--- src/rtl/tracer_pkg.sv ---
// Shared types and helpers for the register-write tracer.
package tracer_pkg;

  localparam int STAMP_W = 16;
  localparam int ADDR_W  = 5;
  localparam int DATA_W  = 32;

  // One trace record: cycle stamp, register index, written value (53 bits).
  typedef struct packed {
    logic [STAMP_W-1:0] stamp;
    logic [ADDR_W-1:0]  addr;
    logic [DATA_W-1:0]  data;
  } entry_t;

  // Prefixed so the members cannot collide with the FINISHED port name.
  typedef enum logic [1:0] {
    S_RUN      = 2'd0,
    S_FLUSH    = 2'd1,
    S_FINISHED = 2'd2
  } state_t;

  // Rotate left by one bit, used by the running checksum.
  function automatic logic [DATA_W-1:0] rotl1(input logic [DATA_W-1:0] v);
    return {v[DATA_W-2:0], v[DATA_W-1]};
  endfunction

endpackage

--- src/rtl/regwrite_tracer_if.sv ---
// Core write port plus trace stream, bundled as one interface.
// master = core/sink side, slave = the tracer.
interface regwrite_tracer_if;
  import tracer_pkg::*;

  logic                DONE_IN;
  logic                WVALID;
  logic [ADDR_W-1:0]   WADDR;
  logic [DATA_W-1:0]   WDATA;
  logic                T_VALID;
  logic                T_READY;
  logic [STAMP_W-1:0]  T_STAMP;
  logic [ADDR_W-1:0]   T_ADDR;
  logic [DATA_W-1:0]   T_DATA;

  modport master (
    output DONE_IN, WVALID, WADDR, WDATA, T_READY,
    input  T_VALID, T_STAMP, T_ADDR, T_DATA
  );

  modport slave (
    input  DONE_IN, WVALID, WADDR, WDATA, T_READY,
    output T_VALID, T_STAMP, T_ADDR, T_DATA
  );

endinterface

--- src/rtl/trace_fifo.sv ---
// Synchronous FIFO of trace entries. The head is read from the storage
// registers and forced to zero while empty; there is no write-to-head bypass.
module trace_fifo
  import tracer_pkg::*;
#(
  parameter int DEPTH = 16
) (
  input  logic   CK,
  input  logic   RESET,
  input  logic   push_i,
  input  entry_t push_data_i,
  input  logic   pop_i,
  output entry_t head_o,
  output logic   empty_o,
  output logic   full_o
);

  localparam int PTR_W = $clog2(DEPTH);

  entry_t           mem_q [DEPTH];
  logic [PTR_W-1:0] wr_ptr_q;
  logic [PTR_W-1:0] rd_ptr_q;
  logic [PTR_W:0]   count_q;
  logic [PTR_W:0]   count_d;

  // Storage write; stale contents are never visible because the head is gated by empty.
  always_ff @(posedge CK) begin
    if (push_i) mem_q[wr_ptr_q] <= push_data_i;
  end

  // Pointer and occupancy registers; reset discards every pending entry.
  always_ff @(posedge CK) begin
    if (!RESET) begin
      wr_ptr_q <= '0;
      rd_ptr_q <= '0;
      count_q  <= '0;
    end else begin
      if (push_i) wr_ptr_q <= wr_ptr_q + 1'b1;
      if (pop_i)  rd_ptr_q <= rd_ptr_q + 1'b1;
      count_q <= count_d;
    end
  end

  // Occupancy next-state: simultaneous push and pop leaves it unchanged.
  always_comb begin
    count_d = count_q;
    case ({push_i, pop_i})
      2'b10:   count_d = count_q + 1'b1;
      2'b01:   count_d = count_q - 1'b1;
      default: count_d = count_q;
    endcase
  end

  assign empty_o = (count_q == '0);
  assign full_o  = (count_q == (PTR_W + 1)'(DEPTH));
  assign head_o  = empty_o ? '0 : mem_q[rd_ptr_q];

endmodule

--- src/rtl/regwrite_tracer.sv ---
// Register-write tracer: stamps and queues core register writes, keeps a
// shadow register file and checksum, and flags completion once drained.
module regwrite_tracer
  import tracer_pkg::*;
#(
  parameter int DEPTH = 16
) (
  input  logic                CK,
  input  logic                RESET,
  regwrite_tracer_if.slave    bus,
  input  logic [ADDR_W-1:0]   RD_ADDR,
  output logic [DATA_W-1:0]   RD_DATA,
  output logic [DATA_W-1:0]   CHECKSUM,
  output logic [15:0]         WCOUNT,
  output logic [7:0]          DROPPED,
  output logic                OVERFLOW,
  output logic                FINISHED
);

  state_t             state_q, state_d;
  logic [STAMP_W-1:0] stamp_q, stamp_d;
  logic [DATA_W-1:0]  chk_q, chk_d;
  logic [15:0]        wcount_q, wcount_d;
  logic [7:0]         dropped_q, dropped_d;
  logic               ovf_q, ovf_d;
  logic [DATA_W-1:0]  shadow_q [32];

  logic   capture, push, pop, drop;
  logic   fifo_empty, fifo_full;
  entry_t head, new_entry;

  // A full FIFO still accepts a write when the head leaves in the same cycle.
  assign capture   = (state_q == S_RUN) && bus.WVALID;
  assign pop       = !fifo_empty && bus.T_READY;
  assign push      = capture && (!fifo_full || pop);
  assign drop      = capture && fifo_full && !pop;
  assign new_entry = '{stamp: stamp_q, addr: bus.WADDR, data: bus.WDATA};

  trace_fifo #(.DEPTH(DEPTH)) u_fifo (
    .CK          (CK),
    .RESET       (RESET),
    .push_i      (push),
    .push_data_i (new_entry),
    .pop_i       (pop),
    .head_o      (head),
    .empty_o     (fifo_empty),
    .full_o      (fifo_full)
  );

  assign bus.T_VALID = !fifo_empty;
  assign bus.T_STAMP = head.stamp;
  assign bus.T_ADDR  = head.addr;
  assign bus.T_DATA  = head.data;

  // FSM state register.
  always_ff @(posedge CK) begin
    if (!RESET) state_q <= S_RUN;
    else        state_q <= state_d;
  end

  // FSM next state and FINISHED decode.
  always_comb begin
    state_d  = state_q;
    FINISHED = 1'b0;
    case (state_q)
      S_RUN:      if (bus.DONE_IN) state_d = S_FLUSH;
      S_FLUSH:    if (fifo_empty)  state_d = S_FINISHED;
      S_FINISHED: FINISHED = 1'b1;
      default:    state_d = S_RUN;
    endcase
  end

  // Next-state for the stamp, checksum and saturating counters.
  always_comb begin
    stamp_d   = stamp_q + 1'b1;
    chk_d     = chk_q;
    wcount_d  = wcount_q;
    dropped_d = dropped_q;
    ovf_d     = ovf_q | drop;
    if (capture) begin
      chk_d = rotl1(chk_q) ^ bus.WDATA ^ {{(DATA_W - ADDR_W){1'b0}}, bus.WADDR};
      if (wcount_q != 16'hFFFF) wcount_d = wcount_q + 1'b1;
    end
    if (drop && dropped_q != 8'hFF) dropped_d = dropped_q + 1'b1;
  end

  // Stamp, checksum and counter registers.
  always_ff @(posedge CK) begin
    if (!RESET) begin
      stamp_q   <= '0;
      chk_q     <= '0;
      wcount_q  <= '0;
      dropped_q <= '0;
      ovf_q     <= 1'b0;
    end else begin
      stamp_q   <= stamp_d;
      chk_q     <= chk_d;
      wcount_q  <= wcount_d;
      dropped_q <= dropped_d;
      ovf_q     <= ovf_d;
    end
  end

  // Shadow register file; index 0 is hardwired to zero like the core's r0.
  always_ff @(posedge CK) begin
    if (!RESET) begin
      for (int i = 0; i < 32; i++) shadow_q[i] <= '0;
    end else if (capture && bus.WADDR != '0) begin
      shadow_q[bus.WADDR] <= bus.WDATA;
    end
  end

  assign RD_DATA  = shadow_q[RD_ADDR];
  assign CHECKSUM = chk_q;
  assign WCOUNT   = wcount_q;
  assign DROPPED  = dropped_q;
  assign OVERFLOW = ovf_q;

endmodule

--- src/flat_wrapper.sv ---
// flat-port wrapper written by rule: the top's interface ports become plain ports
module regwrite_tracer_flat import tracer_pkg::*;
#(
  parameter int DEPTH = 16
)
  (CK, RESET, RD_ADDR, RD_DATA, CHECKSUM, WCOUNT, DROPPED, OVERFLOW, FINISHED, bus_DONE_IN, bus_WVALID, bus_WADDR, bus_WDATA, bus_T_READY, bus_T_VALID, bus_T_STAMP, bus_T_ADDR, bus_T_DATA);
  regwrite_tracer_if bus_i ();
  input  logic CK;
  input  logic RESET;
  input  logic [ADDR_W-1:0] RD_ADDR;
  output logic [DATA_W-1:0] RD_DATA;
  output logic [DATA_W-1:0] CHECKSUM;
  output logic [15:0] WCOUNT;
  output logic [7:0] DROPPED;
  output logic OVERFLOW;
  output logic FINISHED;
  input wire logic [$bits(bus_i.DONE_IN)-1:0] bus_DONE_IN;
  input wire logic [$bits(bus_i.WVALID)-1:0] bus_WVALID;
  input wire logic [$bits(bus_i.WADDR)-1:0] bus_WADDR;
  input wire logic [$bits(bus_i.WDATA)-1:0] bus_WDATA;
  input wire logic [$bits(bus_i.T_READY)-1:0] bus_T_READY;
  output wire logic [$bits(bus_i.T_VALID)-1:0] bus_T_VALID;
  output wire logic [$bits(bus_i.T_STAMP)-1:0] bus_T_STAMP;
  output wire logic [$bits(bus_i.T_ADDR)-1:0] bus_T_ADDR;
  output wire logic [$bits(bus_i.T_DATA)-1:0] bus_T_DATA;
  assign bus_i.DONE_IN = bus_DONE_IN;
  assign bus_i.WVALID = bus_WVALID;
  assign bus_i.WADDR = bus_WADDR;
  assign bus_i.WDATA = bus_WDATA;
  assign bus_i.T_READY = bus_T_READY;
  assign bus_T_VALID = bus_i.T_VALID;
  assign bus_T_STAMP = bus_i.T_STAMP;
  assign bus_T_ADDR = bus_i.T_ADDR;
  assign bus_T_DATA = bus_i.T_DATA;
  regwrite_tracer #(.DEPTH(DEPTH)) u_core (.CK(CK), .RESET(RESET), .bus(bus_i), .RD_ADDR(RD_ADDR), .RD_DATA(RD_DATA), .CHECKSUM(CHECKSUM), .WCOUNT(WCOUNT), .DROPPED(DROPPED), .OVERFLOW(OVERFLOW), .FINISHED(FINISHED));
endmodule
--- config.mk ---
export PLATFORM = sky130hd
export DESIGN_NAME = regwrite_tracer_flat
export DESIGN_NICKNAME = d
export VERILOG_FILES = /design/src/rtl/tracer_pkg.sv /design/src/rtl/regwrite_tracer_if.sv /design/src/rtl/trace_fifo.sv /design/src/rtl/regwrite_tracer.sv /design/src/flat_wrapper.sv
export SDC_FILE = /design/constraint.sdc
export NUM_CORES = 2
export LEC_CHECK = 0
export BUFFER_PORTS_ARGS = -buffer_cell sky130_fd_sc_hd__buf_2
export CAP_MARGIN = 20
export CORE_ASPECT_RATIO = 1.5
export CORE_UTILIZATION = 42
export DETAILED_ROUTE_END_ITERATION = 8
export GPL_TIMING_DRIVEN = 1
export PLACE_DENSITY = 0.68
export SYNTH_ARGS = -nofsm -noshare
export SYNTH_HDL_FRONTEND = slang
export SYNTH_SLANG_ARGS = --single-unit
--- constraint.sdc ---
create_clock -name CK -period 10.24 [get_ports CK]
set_clock_uncertainty 0.1 [all_clocks]
set_input_delay 2.048 -clock CK [delete_from_list [all_inputs] [get_ports CK]]
set_output_delay 2.048 -clock CK [all_outputs]
set_load 0.01 [all_outputs]
Word-level counts from Yosys, hierarchy flattened --
Memory sizes are Yosys's and may differ from the RTL's. A register that Yosys moved wholly into a read port is not among the register bits. Cells that the tools add are included.
Storage, ports and cells: flip-flop bits (word level) 88, RAM bits 1872, bits of input ports 47, output and inout bits 144, memories kept 2
Operators by class: add/sub/neg operators 7, eq/ne operators 9, muxes and demuxes 17, bitwise gates (word level) 4, reductions and logical operators 18
Memories:
- u_core.shadow_q | depth 32, bits a word 32, read ports 1, clocked after Yosys merged registers in 0, wr ports 32, RTL line regwrite_tracer.sv:26 | logic [DATA_W-1:0] shadow_q [32];
- u_core.u_fifo.mem_q | depth 16, bits a word 53, read ports 1, clocked after Yosys merged registers in 1, wr ports 1, RTL line trace_fifo.sv:20 | entry_t mem_q [DEPTH];
Operators by type and width (number):
- $mux W53 | 1
- $add A16 B1 Y16 const B | 2
- $mux W32 | 1
- $reduce_or A32 Y1 | 1
- $xor A32 B32 Y32 | 1
- $xor A32 B5 Y32 | 1
- $ne A16 B16 Y1 const B | 1
- $pmux W5 S2 | 1
- $add A4 B1 Y4 const B | 2
- $add A8 B1 Y8 const B | 1
- $mux W1 | 8
- $mux W4 | 2
- $ne A8 B8 Y1 const B | 1
- $logic_and A1 B1 Y1 | 7
- $pmux W2 S3 | 1
- $add A5 B1 Y5 const B | 1
- $eq A5 B5 Y1 const B | 1
- $logic_not A5 Y1 | 1
- $mux W5 | 1
- $reduce_bool A5 Y1 | 1
- $sub A5 B1 Y5 const B | 1
- $eq A2 B1 Y1 const B | 2
- $eq A2 B2 Y1 const B | 2
- $mux W2 | 2
- other kinds (10) | 12

Depth between registers and ports, before layout --
word-level depth 8, gate-level depth with buffers 11, depth with buffers taken out 9

Modules after synthesis --
Synthesis repeated with hierarchy kept, for this count alone.
Unflattened totals: cells, all modules 5247, area, all modules 83356.2 sq um
By module, submodules not included:
- regwrite_tracer | instances 1, cells an instance 3831, area an instance 50196.9 sq um
- trace_fifo | instances 1, cells an instance 1416, area an instance 33159.3 sq um

Least setup slack after synthesis --
OpenSTA, ideal clock, no wires.
path kind input to register, from input port bus_WVALID, to memory u_core.u_fifo.mem_q[0][0] (netlist bit) (enable), arrival 6653 ps, required time 9611 ps, slack 2958 ps, stages on the path 5, path through or3b_1 clkbuf_1 a21oi_1 nand2_1 nor3_1
Between the ends: cells in the longest elaborated chain, start to end 4
RTL lines:
- start: declaration | RTL line flat_wrapper.sv:18 | input wire logic [$bits(bus_i.WVALID)-1:0] bus_WVALID;
- $logic_and A1 B1 Y1 | RTL line regwrite_tracer.sv:33 | assign capture = (state_q == S_RUN) && bus.WVALID;
- $logic_and A1 B1 Y1 | RTL line regwrite_tracer.sv:35 | assign push = capture && (!fifo_full || pop);
- $mux W1 | RTL line trace_fifo.sv:28 | if (push_i) mem_q[wr_ptr_q] <= push_data_i;
- $mux W1 (implied by the code) | RTL line trace_fifo.sv:28
- end: declaration | RTL line trace_fifo.sv:20
Every way passes these cells.

Worst setup path in the final report --
from input port RD_ADDR[1], to output port RD_DATA[11]
Between the ends: cells in the longest elaborated chain, start to end 1
RTL lines:
- start: declaration | RTL line flat_wrapper.sv:10 | input logic [ADDR_W-1:0] RD_ADDR;
- $mem_v2 Z32 W32
- end: declaration | RTL line flat_wrapper.sv:11 | output logic [DATA_W-1:0] RD_DATA;
Every way passes these cells.

==> flow_metrics.env <==
export IMPL_status="finished clean"
export IMPL_worstMarginPinSlew_ps=1188
export IMPL_leakagePower_nw=30.47
export IMPL_antenna_found_initial=16
export IMPL_synthTopCellsByArea="edfxtp_1 (69%), mux4_2 (13%), and2_1 (7.6%), dfxtp_1 (2.3%), mux2i_1 (1.4%)"
export IMPL_worst_setup_path_end_kind="output pin"
export IMPL_post_place_ws_ps=2862
export IMPL_postPlaceCellArea_um2=86080
export IMPL_drtPass1Iterations=5
export IMPL_fill_cells=15940
export IMPL_yosysTopAreaCell="edfxtp_1"
export IMPL_syn_area_um2=81610
export IMPL_synthDistinctLibCells=55
export IMPL_setup_violations=0
export IMPL_clkTransAtPathRegs_ps=60
export IMPL_p_comb_share_pct=13.4
export IMPL_drtIter0Drc=5597
export IMPL_ios=191
export IMPL_hold_viol_final=0
export IMPL_avgSynthCellArea_um2=17.76
export IMPL_dpl_cell_count=7143
export IMPL_holdCritPathClass="reg -> reg"
export IMPL_dieArea_um2=196100
export IMPL_setup_slack_ps=2831
export IMPL_holdBufCountCts=0
export IMPL_cts_tree="yes"
export IMPL_drc_errors=0
export IMPL_multi_input_area_um2=22770
export IMPL_power_density_nw_per_um2=199.2
export IMPL_numClockSinks=1964
export IMPL_post_synth_top_area_fraction_pct=68.88
export IMPL_initial_core_util_pct=42.39
export IMPL_power_frac_seq_pct=50.8
export IMPL_critical_path_required_ps=8090
export IMPL_finalCriticalPeriod_ps=7409
export IMPL_syn_to_final_growth_pct=12.46
export IMPL_p_total_mw=18.28
export IMPL_synth_seq_area_share_pct=71.14
export IMPL_dpl_hpwl_um=121600
export IMPL_postCtsSetupBuffers=0
export IMPL_switching_share_pct=25.89
export IMPL_drtAntennaViolNets=0
export IMPL_grt_max_degree=140
export IMPL_via_per_inst=5.934
export IMPL_cts_root_buf="clkbuf_16"
export IMPL_yosys_register_bits=1964
export IMPL_vdd_drop_max_v=0.0001984
export IMPL_clockPowerShare_pct=35.8
export IMPL_max_freq_ghz=0.1350
export IMPL_die_x_um=361.9
export IMPL_synth_edf_count=1872
export IMPL_crit_fanout=95
export IMPL_drive_above_1_share_pct=22.76
export IMPL_die_h_um=541.9
export IMPL_nNetsFinal=4798
export IMPL_cellInternalPower_mw=13.55
export IMPL_grtUsageTotal_pct=23.49
export IMPL_critical_path_class="in -> out"
export IMPL_grt_pass1_wl_um=326000
export IMPL_place_gp_congestion=0.8168
export IMPL_fin_cells=7487
export IMPL_htree_levels=4
export IMPL_vias=44430
export IMPL_cap_violations=0
export IMPL_fin_util_pct=47.67
export IMPL_clockBufferDepth=3
export IMPL_cts_made_buffers=183
export IMPL_core_area_um2=192500
export IMPL_slew_violations=0
export IMPL_rsz0062_at_grt="false"
export IMPL_final_cell_area_um2=91780
export IMPL_slew_headroom_pct=20.81
export IMPL_fin_crit_sh_pct=72.36
export IMPL_num_rows=197
export IMPL_seq_area_um2=58070
export IMPL_wl_per_cell_um=30.92
export IMPL_fin_tns_setup_ps=0
export IMPL_grt_pass1_vias=45400
export IMPL_gr_total_overflow=0
export IMPL_timing_hold_ws_ps=348.7
export IMPL_synthCells=4596
export IMPL_synthFlopType="edfxtp_1"
export IMPL_cts_resized=0
export IMPL_synth_warnings=0
export IMPL_io_buffers=190
export IMPL_power_switching_mw=4.732
export IMPL_async_flop_share_pct=0
export IMPL_clock_latency_ps=840
export IMPL_arrival_ps=5260
export IMPL_routed_wl_um=231500
export IMPL_start_kind="primary input"
==> metal layers <==
layer  vias up  part of all wire (%)  track usage, %
met5         -                 0.029               0
met2      2370                    49           39.92
met1     23340                    36           28.83
met3       554                   9.5           4.780
li1      18150                     -               -
met4        12                   5.0           10.66
==> cells by family after synthesis <==
| kind of cell | after synthesis | synth area share, % |
|---|---|---|
| AO/OA/AOI/OAI | 313 | 2.398 |
| XOR/XNOR | 54 | 0.5795 |
| adder cells (fa/ha/maj) | 9 | 0.1380 |
| buffers and inverters | 394 | 1.939 |
| flip-flops | 1964 | 71.14 |
| multiplexers | 585 | 14.35 |
| other | 1 | 0.004595 |
| AND/OR/NAND/NOR | 1276 | 9.452 |
==> placed cells by master (no fill, tap or decap), types with 48 or more instances in the layout <==
cell type / n
edfxtp_1: 1872
xnor2_1: 48
mux4_2: 468
buf_4: 111
and2_1: 993
buf_2: 191
dfxtp_1: 89
o22ai_1: 182
nor2_1: 54
clkinv_1: 49
mux2i_1: 116
clkbuf_16: 185
==> worst max-delay path: stages <==
cell	delay [ps]
buf_8	640
buf_4	590
buf_4	420
mux4_2	250
o22ai_1	120
nor4_1	650
buf_4	250
buf_2	140
==> Yosys cell counts (2+ instances only) <==
cell	number
inv_1	11
nand3_1	24
o22ai_1	182
buf_2	59
mux4_2	468
nand4bb_1	2
and3_1	4
mux2i_1	116
or3b_2	4
xor2_1	6
nor2_1	90
edfxtp_1	1872
a211oi_1	33
o311ai_0	2
o31ai_1	6
nand4b_1	3
buf_1	20
nor3_1	14
or3_1	9
and4_1	3
o211ai_1	4
and2_1	993
nor4_1	40
or4_1	8
nor2_2	4
nor2_4	3
o21ai_0	42
nand2b_1	10
ha_1	9
nand4_1	11
nand3b_1	6
o21a_1	7
buf_4	6
nand2_1	40
dfxtp_1	92
a21oi_1	28
xnor2_1	48
o41ai_1	5
clkbuf_1	296
==> worst paths after layout <==
kind,from,endpoint,slack (ps),depth (start not counted)
max,RD_ADDR[1],RD_DATA[11],2830,8
min,u_core.OVERFLOW,u_core.OVERFLOW,350,2
max reg2reg,u_core.state_q[0],u_core.u_fifo.mem_q[2][30],6250,6
min reg2reg,u_core.OVERFLOW,u_core.OVERFLOW,350,2
==> flip-flops by register name, summed over array words and instances (netlist names), 5 cells and up, named ones only <==
name,flops
u_core.u_fifo.mem_q,848
u_core.WCOUNT,16
u_core.DROPPED,8
u_core.stamp_q,16
u_core.CHECKSUM,32
u_core.shadow_q,1024
u_core.u_fifo.count_q,5
==> power by group through the flow <==
stage | sequential (mW) | combinational, mW | clock (mW)
final | 9.28 | 2.45 | 6.55
after global routing | 9.31 | 2.60 | 6.91
after CTS | 9.28 | 2.46 | 6.62
after detailed placement | 9.45 | 2.46 | 0
after global placement | 9.43 | 2.44 | 0
after floorplan | 9.41 | 1.44 | 0
==> area by class of cell <==
cell class	instances	share of cell area, %
inverter	12	0.05181
clock inverter	100	0.8930
tap	2587	3.527
sequential	1964	63.27
clock buffer	234	5.266
multi-input combinational	2269	24.81
timing repair buffer	312	2.157
antenna	9	0.02454
(Power assumes the default switching activity.)
